## config.mk

```make
export PLATFORM = sky130hd
export DESIGN_NAME = top_level_router_core
export DESIGN_NICKNAME = d
export VERILOG_FILES = /design/src/rtl/router_pkg.sv /design/src/rtl/router_dec.sv /design/src/rtl/top_level_router_core.sv
export SDC_FILE = /design/constraint.sdc
export NUM_CORES = 1
export LEC_CHECK = 0
export BUFFER_PORTS_ARGS = -buffer_cell sky130_fd_sc_hd__clkbuf_2
export CORE_MARGIN = 2
export CORE_UTILIZATION = 46
export DETAILED_ROUTE_END_ITERATION = 10
export PLACE_DENSITY = 0.86
export SETUP_SLACK_MARGIN = 0.5
export SYNTH_ARGS = -nofsm -noshare
export SYNTH_HDL_FRONTEND = slang
export SYNTH_SLANG_ARGS = --single-unit
```

## constraint.sdc

```tcl
create_clock -name clk -period 1.3 [get_ports clk]
set_clock_uncertainty 0.05 [all_clocks]
set_input_delay 0.26 -clock clk [delete_from_list [all_inputs] [get_ports clk]]
set_output_delay 0.26 -clock clk [all_outputs]
set_load 0.005 [all_outputs]
```

## src/rtl/router_pkg.sv

```systemverilog
// Shared widths and d_in field positions for the 1-to-4 display router.
// No logic; constants and types only.
// Every module of the router imports this package.
package router_pkg;

    localparam int DATA_W   = 4;
    localparam int DEST_W   = 2;
    localparam int NUM_DISP = 4;

    // d_in layout: {dest[1:0], payload[3:0]}
    localparam int DEST_MSB = 5;
    localparam int DEST_LSB = 4;
    localparam int DATA_MSB = 3;
    localparam int DATA_LSB = 0;

    localparam int IN_W = DEST_W + DATA_W;

endpackage

```

## src/rtl/router_dec.sv

```systemverilog
// Purpose: combinational binary-to-one-hot decode of the destination field.
// Latency: 0 cycles (pure combinational).
// Backpressure: none; the output always reflects the current destination.
module router_dec
    import router_pkg::*;
#(
    parameter int DW = DEST_W,
    parameter int ND = NUM_DISP
) (
    input  logic [DW-1:0] dest,
    output logic [ND-1:0] load_en
);

    // Exactly one load enable is raised, selected by dest; all codes are legal.
    always_comb begin
        load_en       = '0;
        load_en[dest] = 1'b1;
    end

endmodule

```

## src/rtl/top_level_router_core.sv

```systemverilog
// Purpose: routes the payload of each input word into one of four display registers.
// Latency: 1 cycle from the d_in sample edge to the addressed display output.
// Backpressure: none; a word is accepted on every edge, unaddressed displays hold.
module top_level_router_core
    import router_pkg::*;
#(
    parameter int DATA_W = router_pkg::DATA_W,
    parameter int DEST_W = router_pkg::DEST_W
) (
    input  logic                     clk,
    input  logic                     rst,
    input  logic [DEST_W+DATA_W-1:0] d_in,
    output logic [DATA_W-1:0]        d_disp0,
    output logic [DATA_W-1:0]        d_disp1,
    output logic [DATA_W-1:0]        d_disp2,
    output logic [DATA_W-1:0]        d_disp3
);

    logic [DEST_W-1:0]   dest;
    logic [DATA_W-1:0]   payload;
    logic [NUM_DISP-1:0] load_en;
    logic [DATA_W-1:0]   disp_q [NUM_DISP];

    // Field split: the payload passes through untouched, no reordering.
    assign dest    = d_in[DEST_MSB:DEST_LSB];
    assign payload = d_in[DATA_MSB:DATA_LSB];

    router_dec #(
        .DW (DEST_W),
        .ND (NUM_DISP)
    ) u_dec (
        .dest    (dest),
        .load_en (load_en)
    );

    for (genvar i = 0; i < NUM_DISP; i++) begin : g_disp
        // Display register: reset wins over a same-cycle write, otherwise load when addressed.
        always_ff @(posedge clk) begin
            if (rst) begin
                disp_q[i] <= '0;
            end else if (load_en[i]) begin
                disp_q[i] <= payload;
            end
        end
    end

    // Outputs come straight from the registers; no path from d_in.
    assign d_disp0 = disp_q[0];
    assign d_disp1 = disp_q[1];
    assign d_disp2 = disp_q[2];
    assign d_disp3 = disp_q[3];

endmodule

```

# Word level (Yosys, flattened, before mapping)
# Memory sizes are Yosys's and may differ from the RTL's.
# Cells that the tools add are included.
[totals]
register_bits = 0
ramBits = 16
inputBits = 8
out_inout_bits = 16
elab_cells = 28
memories = 1
[memory_table]
columns = ["memory", "words", "word_bits", "rd", "rd_ports_with_merged_regs", "write_ports", "line", "rtl"]
rows = [
  ["disp_q", 4, 4, 4, 0, 4, "top_level_router_core.sv:22", "logic [DATA_W-1:0] disp_q [NUM_DISP];"],
]
[op_classes]
magnitude_cmp = 2
muxes = 20
bitwise = 4
reduce_logical = 1
[op_table]
columns = ["op", "n"]
rows = [
  ["$mux 4", 4],
  ["$mux 1", 15],
  ["$or 1x1->1", 4],
  ["$lt 2x3->1 const B", 1],
  ["$demux 1 s2", 1],
  ["$ge 2x1->1 const B", 1],
  ["$logic_and 1x1->1", 1],
]

# Logic depth before layout (Yosys ltp)
# Gate-level depths: netlist of run 1.
[logic_depth]
ltp_word = 8
ltp_mapped = 3
ltp_nobuf = 2

# Hierarchy
# A second synthesis of run 1 with hierarchy kept.
[hier_totals]
cells_unflattened = 42
area_unflattened_um2 = 694.4
[modules_own_cells]
columns = ["module", "instances", "cells_each", "area_each_um2", "seq_area_each_um2"]
rows = [
  ["top_level_router_core", 1, 38, 668.1, 480.5],
  ["router_dec", 1, 4, 26.3, 0.0],
]

# Worst setup path after synthesis of run 1
# Ideal clock, no wire load.
[synth_path]
kind = "input-to-reg"
from = "input port d_in[5]"
to = "memory disp_q[2][0], enable pin"
setup_ps = 337
arrival_time_ps = 708
t_required_ps = 913
path_slack_ps = 204
cell_stages = 3
n_path_buf = 1
cell_sequence = "buf_2 > inv_2 > o21bai_1"
[synth_lines]
columns = ["element", "line", "rtl"]
rows = [
  ["start, declared", "top_level_router_core.sv:12", "input logic [DEST_W+DATA_W-1:0] d_in,"],
  ["end, declared", "top_level_router_core.sv:22", ""],
]

==> results of run 1 <==
-- power by group --
| group | leakage (µW) | total [µW] | internal, µW | switching [µW] |
|---|---|---|---|---|
| Clock | 0.0000154 | 252 | 111 | 141 |
| Combinational | 0.000182 | 137 | 62.7 | 74.1 |
| Sequential | 0.000163 | 621 | 611 | 10.3 |
-- cells by family after synthesis --
group	share of synthesized area (%)
buffers and inverters	3.74
AOI/OAI and AO/OA	4.49
DFF	71.9
and+or+nand+nor	19.9
-- cell type report --
class / count / area (µm²) / share of cell area [%]
Timing Repair Buffer: 23 / 118 / 13.6
Sequential cell: 16 / 480 / 55.4
Clock inverter: 1 / 3.75 / 0.433
Clock buffer: 3 / 22.5 / 2.60
Tap cell: 15 / 18.8 / 2.16
Multi-Input combinational cell: 30 / 218 / 25.1
Inverter: 1 / 6.26 / 0.722
-- worst min path at each step --
stage | startpoint | to | slack (ns) | depth (start not counted)
final | d_in[0] | disp_q[0][0]$_SDFFCE_PN0P_ | 0.29 | 3
after global routing | d_in[1] | disp_q[0][1]$_SDFFCE_PN0P_ | 0.30 | 3
after CTS | d_in[0] | disp_q[0][0]$_SDFFCE_PN0P_ | 0.29 | 3
after detailed placement | d_in[0] | disp_q[0][0]$_SDFFCE_PN0P_ | 0.58 | 3
after global placement | d_in[0] | disp_q[0][0]$_SDFFCE_PN0P_ | 0.58 | 3
after floorplan | d_in[1] | disp_q[1][1]$_SDFFCE_PN0P_ | 0.43 | 2
-- cell usage after synthesis (all sizes together) --
cell | n | area (µm²)
edfxtp | 16 | 480
nor2 | 16 | 80.1
nand2b | 5 | 31.3
nand2 | 4 | 15.0
buf | 3 | 21.3
a21o | 2 | 15.0
o21bai | 2 | 15.0
inv | 1 | 3.75
or2 | 1 | 6.26
-- routing by layer --
metal | wire (µm) | part of all wire (%) | GRT usage, %
met5 | 0 | 0 | 0
met4 | 19 | 1.7 | 11.3
met3 | 56 | 5.0 | 1.29
met2 | 615 | 55 | 24.7
met1 | 436 | 39 | 15.3
-- layout by cell type (no fill, tap or decap), drive strengths merged --
cell and n:
clkbuf 26, nand2b 5, o21bai 2, clkinv 1, nand2 4, or2 1
inv 1, edfxtp 16, a21o 2, nor2 16
-- worst min-delay path, cell delays in order --
cell	delay (ns)
clkbuf_2	0.09
nand2b_1	0.07
nor2_2	0.09
-- stage by stage --
stage	worst slack (ns)	cell area, µm²	total power [µW]	hold WS, ns
after floorplan	0.359	722	705	0.428
after global placement	0.110	813	753	0.580
after detailed placement	0.0726	813	761	0.581
after CTS	0.190	852	1010	0.291
after global routing	0.157	867	1050	0.302
final	0.204	867	1010	0.293
-- repair_timing --
action                                  CTS  global route
endpoints found under the hold margin     0             0
resized for setup                         3             2
endpoints found under the setup margin   32            24
==> flow_summary.yaml, run 1 <==
routing:
  first_pass_iters: 4
  drc: 0
  antenna_left: 0
  routed_via_density: 4.96
  vias: 441
  post_drt_wl_per_cell_um: 12.7
  drtIter0Drc: 14
  wirelength_um: 1130
layout:
  nets: 83
  reg_top3: "disp_q x16"
  area_delta_synth_final_pct: 29.8
  fillCellCount: 102
  largest_register_ffs: 16
  final_core_util_pct: 65.0
  drive_gt1_share_pct: 56.8
  layout.cells.non_filler: 89
  antenna_cells: 0
  largest_register: "disp_q"
critical_path:
  cp_slowest_cell: "edfxtp_1"
  crit_required_ns: 0.99
  slowest_delay_ns: 0.39
  crit_end: "d_disp3[3]"
  crit_type: "flop to primary output"
  startpoint: "disp_q[3][3]$_SDFFCE_PN0P_"
  cpLargestDelayFamily: "flip-flops"
  startpoint_type: "flop"
  end_kind: "primary output"
  crit_chain: "clkbuf_2"
  cp.depth: 1
  arrival_ns: 0.79
  cp_max_fo: 1
  crit_buf_inv: 1
timing:
  period_needed_ns: 1.10
  slew_headroom_pct: 83.7
  fmax_ghz: 0.912
  drv_slew: 0
  rsz0062_at_grt: "yes"
  finalCritPeriodShare_pct: 84.3
  tightest_slew_ns: 0.244
  finalHoldViolCount: 0
  final-setup-viol-count: 0
  finalSetupTns_ns: 0
outcome:
  status: "completed"
synth:
  yosysSeqAreaShare_pct: 71.9
  synth_cell_types: 11
  ys_warn_count: 0
  synth-seq-cells: 16
  syn_area_um2: 668
  syn_avg_cell_area_um2: 13.4
  syn_nets: 58
  postSynthCellCount: 50
placed_design:
  io_buffers: 23
  gp_congestion: 0.746
  dp_cells: 85
die:
  die_area_um2: 1770
  num_rows: 13
  core_um2: 1330
  die_x_um: 42.1
  start_util_pct: 50.1
  ioPinCount: 24
  die_h_um: 42.1
global_routing:
  grt_pass1_wl_um: 1740
  grt_overflow_total: 0
  grt_antenna_before_repair: 0
  grt_max_degree: 12
  grtUsageTotal_pct: 14.1
  grt_pass1_vias: 407
cts:
  ctsHoldBuffers: 0
  cts_max_level: 1
  clk_pin_slew_worst_paths_ns: 0.09
  cts_made_buffers: 3
  clk_path_buf_depth: 2
  cts_root_buf: "clkbuf_4"
  cts_tree: "yes"
  cts.sinks: 16
  cts_setup_buffers: 0
pwr:
  power-per-cell-area_nw_per_um2: 1170
  p_leak_uw: 0.000360
  vdd_drop_max_uv: 640
job:
  cap_violations: 0
worst_hold_path:
  hold_class: "input pin to flop"
No activity file was read; power rests on OpenSTA's default activity.
==> run 2: changes to the inputs <==
--- a/config.mk
+++ b/config.mk
@@ -5,11 +5,12 @@
 export SDC_FILE = /design/constraint.sdc
 export NUM_CORES = 1
 export LEC_CHECK = 0
+export ABC_AREA = 1
 export BUFFER_PORTS_ARGS = -buffer_cell sky130_fd_sc_hd__clkbuf_2
 export CORE_MARGIN = 2
-export CORE_UTILIZATION = 46
+export CORE_UTILIZATION = 44
 export DETAILED_ROUTE_END_ITERATION = 10
-export PLACE_DENSITY = 0.86
+export PLACE_DENSITY = 0.84
 export SETUP_SLACK_MARGIN = 0.5
 export SYNTH_ARGS = -nofsm -noshare
 export SYNTH_HDL_FRONTEND = slang
==> constraint.sdc (replaced) <==
create_clock -name clk -period 1.1 [get_ports clk]
set_clock_uncertainty 0.05 [all_clocks]
set_input_delay 0.22 -clock clk [delete_from_list [all_inputs] [get_ports clk]]
set_output_delay 0.22 -clock clk [all_outputs]
set_load 0.005 [all_outputs]
==> flow_summary.yaml, run 2 <==
routing:
  first_pass_iters: 4
  drtIter0Drc: 12
  vias: 480
  antenna_left: 0
  wirelength_um: 1340
  drc: 0
  routed_via_density: 5.05
  post_drt_wl_per_cell_um: 14.1
layout:
  most-common-layout-cells: "clkbuf_2, edfxtp_1, nor2_2"
  nets: 89
  largest_register_ffs: 16
  area_delta_synth_final_pct: 60.6
  layout_commonest_cell: "clkbuf_2"
  drive_gt1_share_pct: 68.8
  antenna_cells: 0
  largest_register: "disp_q"
  reg_top3: "disp_q x16"
  final_core_util_pct: 75.2
die:
  die_h_um: 41.2
  start_util_pct: 46.8
  ioPinCount: 24
  num_rows: 13
  core_um2: 1300
  die_x_um: 41.2
  die_area_um2: 1700
pwr:
  vdd_drop_max_uv: 1190
  power-per-cell-area_nw_per_um2: 1270
  switchingPower_uw: 304
  swShare_pct: 24.4
  clockPowerShare_pct: 25.0
  p_comb_share_pct: 16.0
  seqPwrFrac_pct: 58.9
  power.internal_uw: 942
  power.total_uw: 1250
  p_leak_uw: 0.000405
cts:
  cts_tree: "yes"
  clk_pin_slew_worst_paths_ns: 0.09
  cts.sinks: 16
  cts_max_level: 1
  clk_path_buf_depth: 2
  cts_made_buffers: 3
  cts_root_buf: "clkbuf_4"
critical_path:
  crit_buf_inv: 1
  crit_type: "flop to primary output"
  cpLargestDelayFamily: "flip-flops"
  crit_required_ns: 0.83
  arrival_ns: 0.81
  crit_chain: "clkbuf_2"
  slowest_delay_ns: 0.40
  startpoint_type: "flop"
  end_kind: "primary output"
  cp_slowest_cell: "edfxtp_1"
  cp_max_fo: 1
timing:
  period_needed_ns: 1.08
  tightest_slew_ns: 0.260
  slew_headroom_pct: 82.7
  fmax_ghz: 0.928
  rsz0062_at_grt: "yes"
  finalHoldViolCount: 0
  drv_slew: 0
  finalSetupTns_ns: 0
  finalCritPeriodShare_pct: 98.0
  final-setup-viol-count: 0
synth:
  syn_nets: 56
  synth_cell_types: 6
  ys.flop_type: "edfxtp_1"
  synth_top_cell_by_area: "edfxtp_1"
  syn_area_um2: 609
  syn_avg_cell_area_um2: 12.7
  synth_common_cells: "nor2_1, edfxtp_1, inv_1"
  async_reset_ff_share_pct: 0
  yosysMostFrequentCell: "nor2_1"
  ys_warn_count: 0
  synthTopCellsByArea: "edfxtp_1, nor2_1, inv_1"
  synth-seq-cells: 16
  yosysSeqAreaShare_pct: 78.9
  synth_top_area_share_pct: 78.9
  postSynthCellCount: 48
  synth-edff-count: 16
global_routing:
  grt_pass1_wl_um: 1950
  grt_max_degree: 10
  grtUsageTotal_pct: 20.1
  grt_overflow_total: 0
  grt_antenna_before_repair: 0
  grt_pass1_vias: 429
job:
  cap_violations: 0
worst_hold_path:
  hold_class: "input pin to flop"
placed_design:
  gp_congestion: 0.838
  io_buffers: 23
outcome:
  status: "completed"
run 2: cell count changes in the layout (fill, tap and decap cells not counted), sizes merged:
cell / change
nand3: +3
clkinvlp: +1
clkbuf: -2
inv: +5
buf: +7
nand2: -3
nor2: +1
a21o: -2
or2: -1
o21ai: +4
o21bai: -2
nand2b: -5
run 2: what timing repair did:
item / CTS / global route
setup endpoints to repair: 48 / 48
resized for setup: 24 / 16
hold buffers: 0 / 0
buffers inserted: 5 / 0
pin swaps: 3 / 2
run 2: path summary, 6_finish.rpt:
kind	startpoint	endpoint	slack, ns	cells past startpoint
worst max-delay path	disp_q[2][0]$_SDFFCE_PN0P_	d_disp2[0]	0.02	1
worst min-delay path	d_in[0]	disp_q[1][0]$_SDFFCE_PN0P_	0.26	3
run 2: power by group through the flow:
stage                     Combinational [µW]  Clock [µW]  Sequential [µW]
after global placement                   121           0              747
after CTS                                181         306              735
after detailed placement                 124           0              749
after floorplan                         43.0           0              756
final                                    200         312              734
after global routing                     218         333              739
run 2: cells by family (layout without fill, tap and decap cells):
family          count (synthesis)  after routing  synth area share [%]
simple gates                   21             21                  13.6
flops                          16             16                  78.8
buf+inv                         7             39                  4.31
compound gates                  4              4                  3.29
run 2: area by class of cell:
class,instances,area (µm²)
multi-input cells,25,230
inverters,7,30.0
flip-flops and latches,16,480
clock buffers,3,22.5
clock inverters,1,3.75
repair buffers,28,193
well taps,15,18.8
fillers,76,323
run 2: layer usage:
layer / share of wire [%] / vias to the layer above / track usage [%]
met3: 5.8 / 6 / 1.63
met1: 40 / 222 / 22.8
met4: 5.5 / 0 / 19.4
li1: - / 227 / -
met2: 49 / 25 / 32.8
met5: 0 / - / 0
run 2: per-stage QoR:
step | std cells | hold WS [ns] | setup slack, ns | area (µm²)
final | 95 | 0.255 | 0.0221 | 978
after global placement | 86 | 0.528 | 0.0574 | 758
after detailed placement | 86 | 0.535 | 0.0311 | 758
after global routing | 95 | 0.281 | 0.000840 | 978
after CTS | 95 | 0.226 | 0.0277 | 936
after floorplan | 48 | 0.408 | 0.256 | 624
run 2: tightest hold or removal path, cell delays in order:
cell and delay [ns]:
clkbuf_2 0.07, inv_1 0.08, nor2_2 0.11
==> run 3: changes to the inputs <==
==> constraint.sdc (replaced) <==
create_clock -name clk -period 1 [get_ports clk]
set_clock_uncertainty 0.05 [all_clocks]
set_input_delay 0.2 -clock clk [delete_from_list [all_inputs] [get_ports clk]]
set_output_delay 0.2 -clock clk [all_outputs]
set_load 0.005 [all_outputs]
==> flow_summary.yaml, run 3 (synthesis gave the netlist of run 2 again) <==
outcome:
  status: "finished, violations left"
  violations: "setup timing"
die:
  core_um2: 1300
  start_util_pct: 46.8
  die_x_um: 41.2
  die_h_um: 41.2
  die_area_um2: 1700
  ioPinCount: 24
  num_rows: 13
layout:
  seq_area_um2: 480
  most-common-layout-cells: "clkbuf_2, edfxtp_1, nor2_2"
  nets: 88
  multi_input_area_um2: 277
  fillCellCount: 67
  largest_register_ffs: 16
  layout_commonest_cell: "clkbuf_2"
  largest_register: "disp_q"
  antenna_cells: 0
  area_delta_synth_final_pct: 69.6
  drive_gt1_share_pct: 73.1
  reg_top3: "disp_q x16"
timing:
  period_needed_ns: 1.05
  final-setup-viol-count: 16
  drv_slew: 0
  tightest_slew_ns: 0.299
  finalHoldViolCount: 0
  slew_headroom_pct: 80.1
  fin_ws_ns: -0.0498
  timing.hold.ws_ns: 0.210
  finalCritPeriodShare_pct: 105
  fmax_ghz: 0.953
  rsz0062_at_grt: "yes"
critical_path:
  cpLargestDelayFamily: "flip-flops"
  crit_type: "flop to primary output"
  startpoint_type: "flop"
  arrival_ns: 0.80
  crit_buf_inv: 1
  end_kind: "primary output"
  cp_max_fo: 1
  slowest_delay_ns: 0.39
  crit_chain: "clkbuf_2"
  crit_required_ns: 0.75
  cp_slowest_cell: "edfxtp_1"
pwr:
  p_leak_uw: 0.000402
  clockPowerShare_pct: 24.4
  power.internal_uw: 1040
  vdd_drop_max_uv: 926
  p_comb_share_pct: 17.9
  switchingPower_uw: 359
  swShare_pct: 25.6
  seqPwrFrac_pct: 57.7
  power-per-cell-area_nw_per_um2: 1360
global_routing:
  grt_pass1_wl_um: 1930
  grtUsageTotal_pct: 18.4
  grt_pass1_vias: 411
  grt_antenna_before_repair: 0
  grt_overflow_total: 0
  grt_max_degree: 9
routing:
  wirelength_um: 1670
  vias: 511
  post_drt_wl_per_cell_um: 18.0
  routed_via_density: 5.49
  drc: 0
  antenna_left: 0
  drtIter0Drc: 15
  first_pass_iters: 4
cts:
  ctsHoldBuffers: 0
  cts_max_level: 1
  cts_root_buf: "clkbuf_4"
  clk_pin_slew_worst_paths_ns: 0.09
  cts_made_buffers: 3
  cts.sinks: 16
  clk_path_buf_depth: 2
  cts_tree: "yes"
worst_hold_path:
  hold_class: "input pin to flop"
placed_design:
  post-place-ws_ns: -0.0412
  hpwl_um: 765
  io_buffers: 23
  gp_congestion: 0.814
job:
  cap_violations: 0
run 3: power by group through the flow:
| stage | Clock [µW] | Sequential, µW | Combinational [µW] |
|---|---|---|---|
| detailed placement | 0 | 824 | 138 |
| global route | 370 | 813 | 270 |
| CTS | 299 | 808 | 199 |
| floorplan | 0 | 831 | 47.3 |
| finish | 342 | 809 | 252 |
| global placement | 0 | 822 | 135 |
run 3: final timing paths:
| check | from | end | slack (ns) | cells after the start |
|---|---|---|---|---|
| worst max-delay path | disp_q[0][2]$_SDFFCE_PN0P_ | d_disp0[2] | -0.05 | 1 |
| worst min-delay path | d_in[4] | disp_q[2][0]$_SDFFCE_PN0P_ | 0.21 | 2 |
run 3: final cells by class:
type                       instances  share of cell area [%]
tap                               15                    1.82
sequential                        16                    46.5
multi-input combinational         25                    26.8
inverter                           7                    3.39
clock buffer                       3                    2.18
timing repair buffer              27                    19.4
run 3: metrics by stage:
stage	power [µW]	TNS, ns	instances	area [µm²]	utilization [%]
final	1400	-0.478	93	1030	79.4
after global routing	1450	-0.967	93	1030	79.4
after CTS	1310	-0.0603	92	933	71.7
after detailed placement	962	-0.397	87	766	58.8
after global placement	957	-0.138	87	766	58.8
after floorplan	878	0	48	624	-
run 3: timing repair:
item | 4_1_cts | 5_1_grt
hold endpoints to repair | 0 | 0
buffers inserted | 2 | 1
gates cloned | 0 | 0
resized for setup | 29 | 26
endpoints found under the setup margin | 48 | 48
pin swaps | 5 | 4
run 3: routing by layer:
layer	track usage, %	vias up	wire length (µm)
li1	-	222	-
met1	23.0	245	641
met2	32.4	40	864
met3	1.63	4	139
met4	7.26	0	29
met5	0	-	0
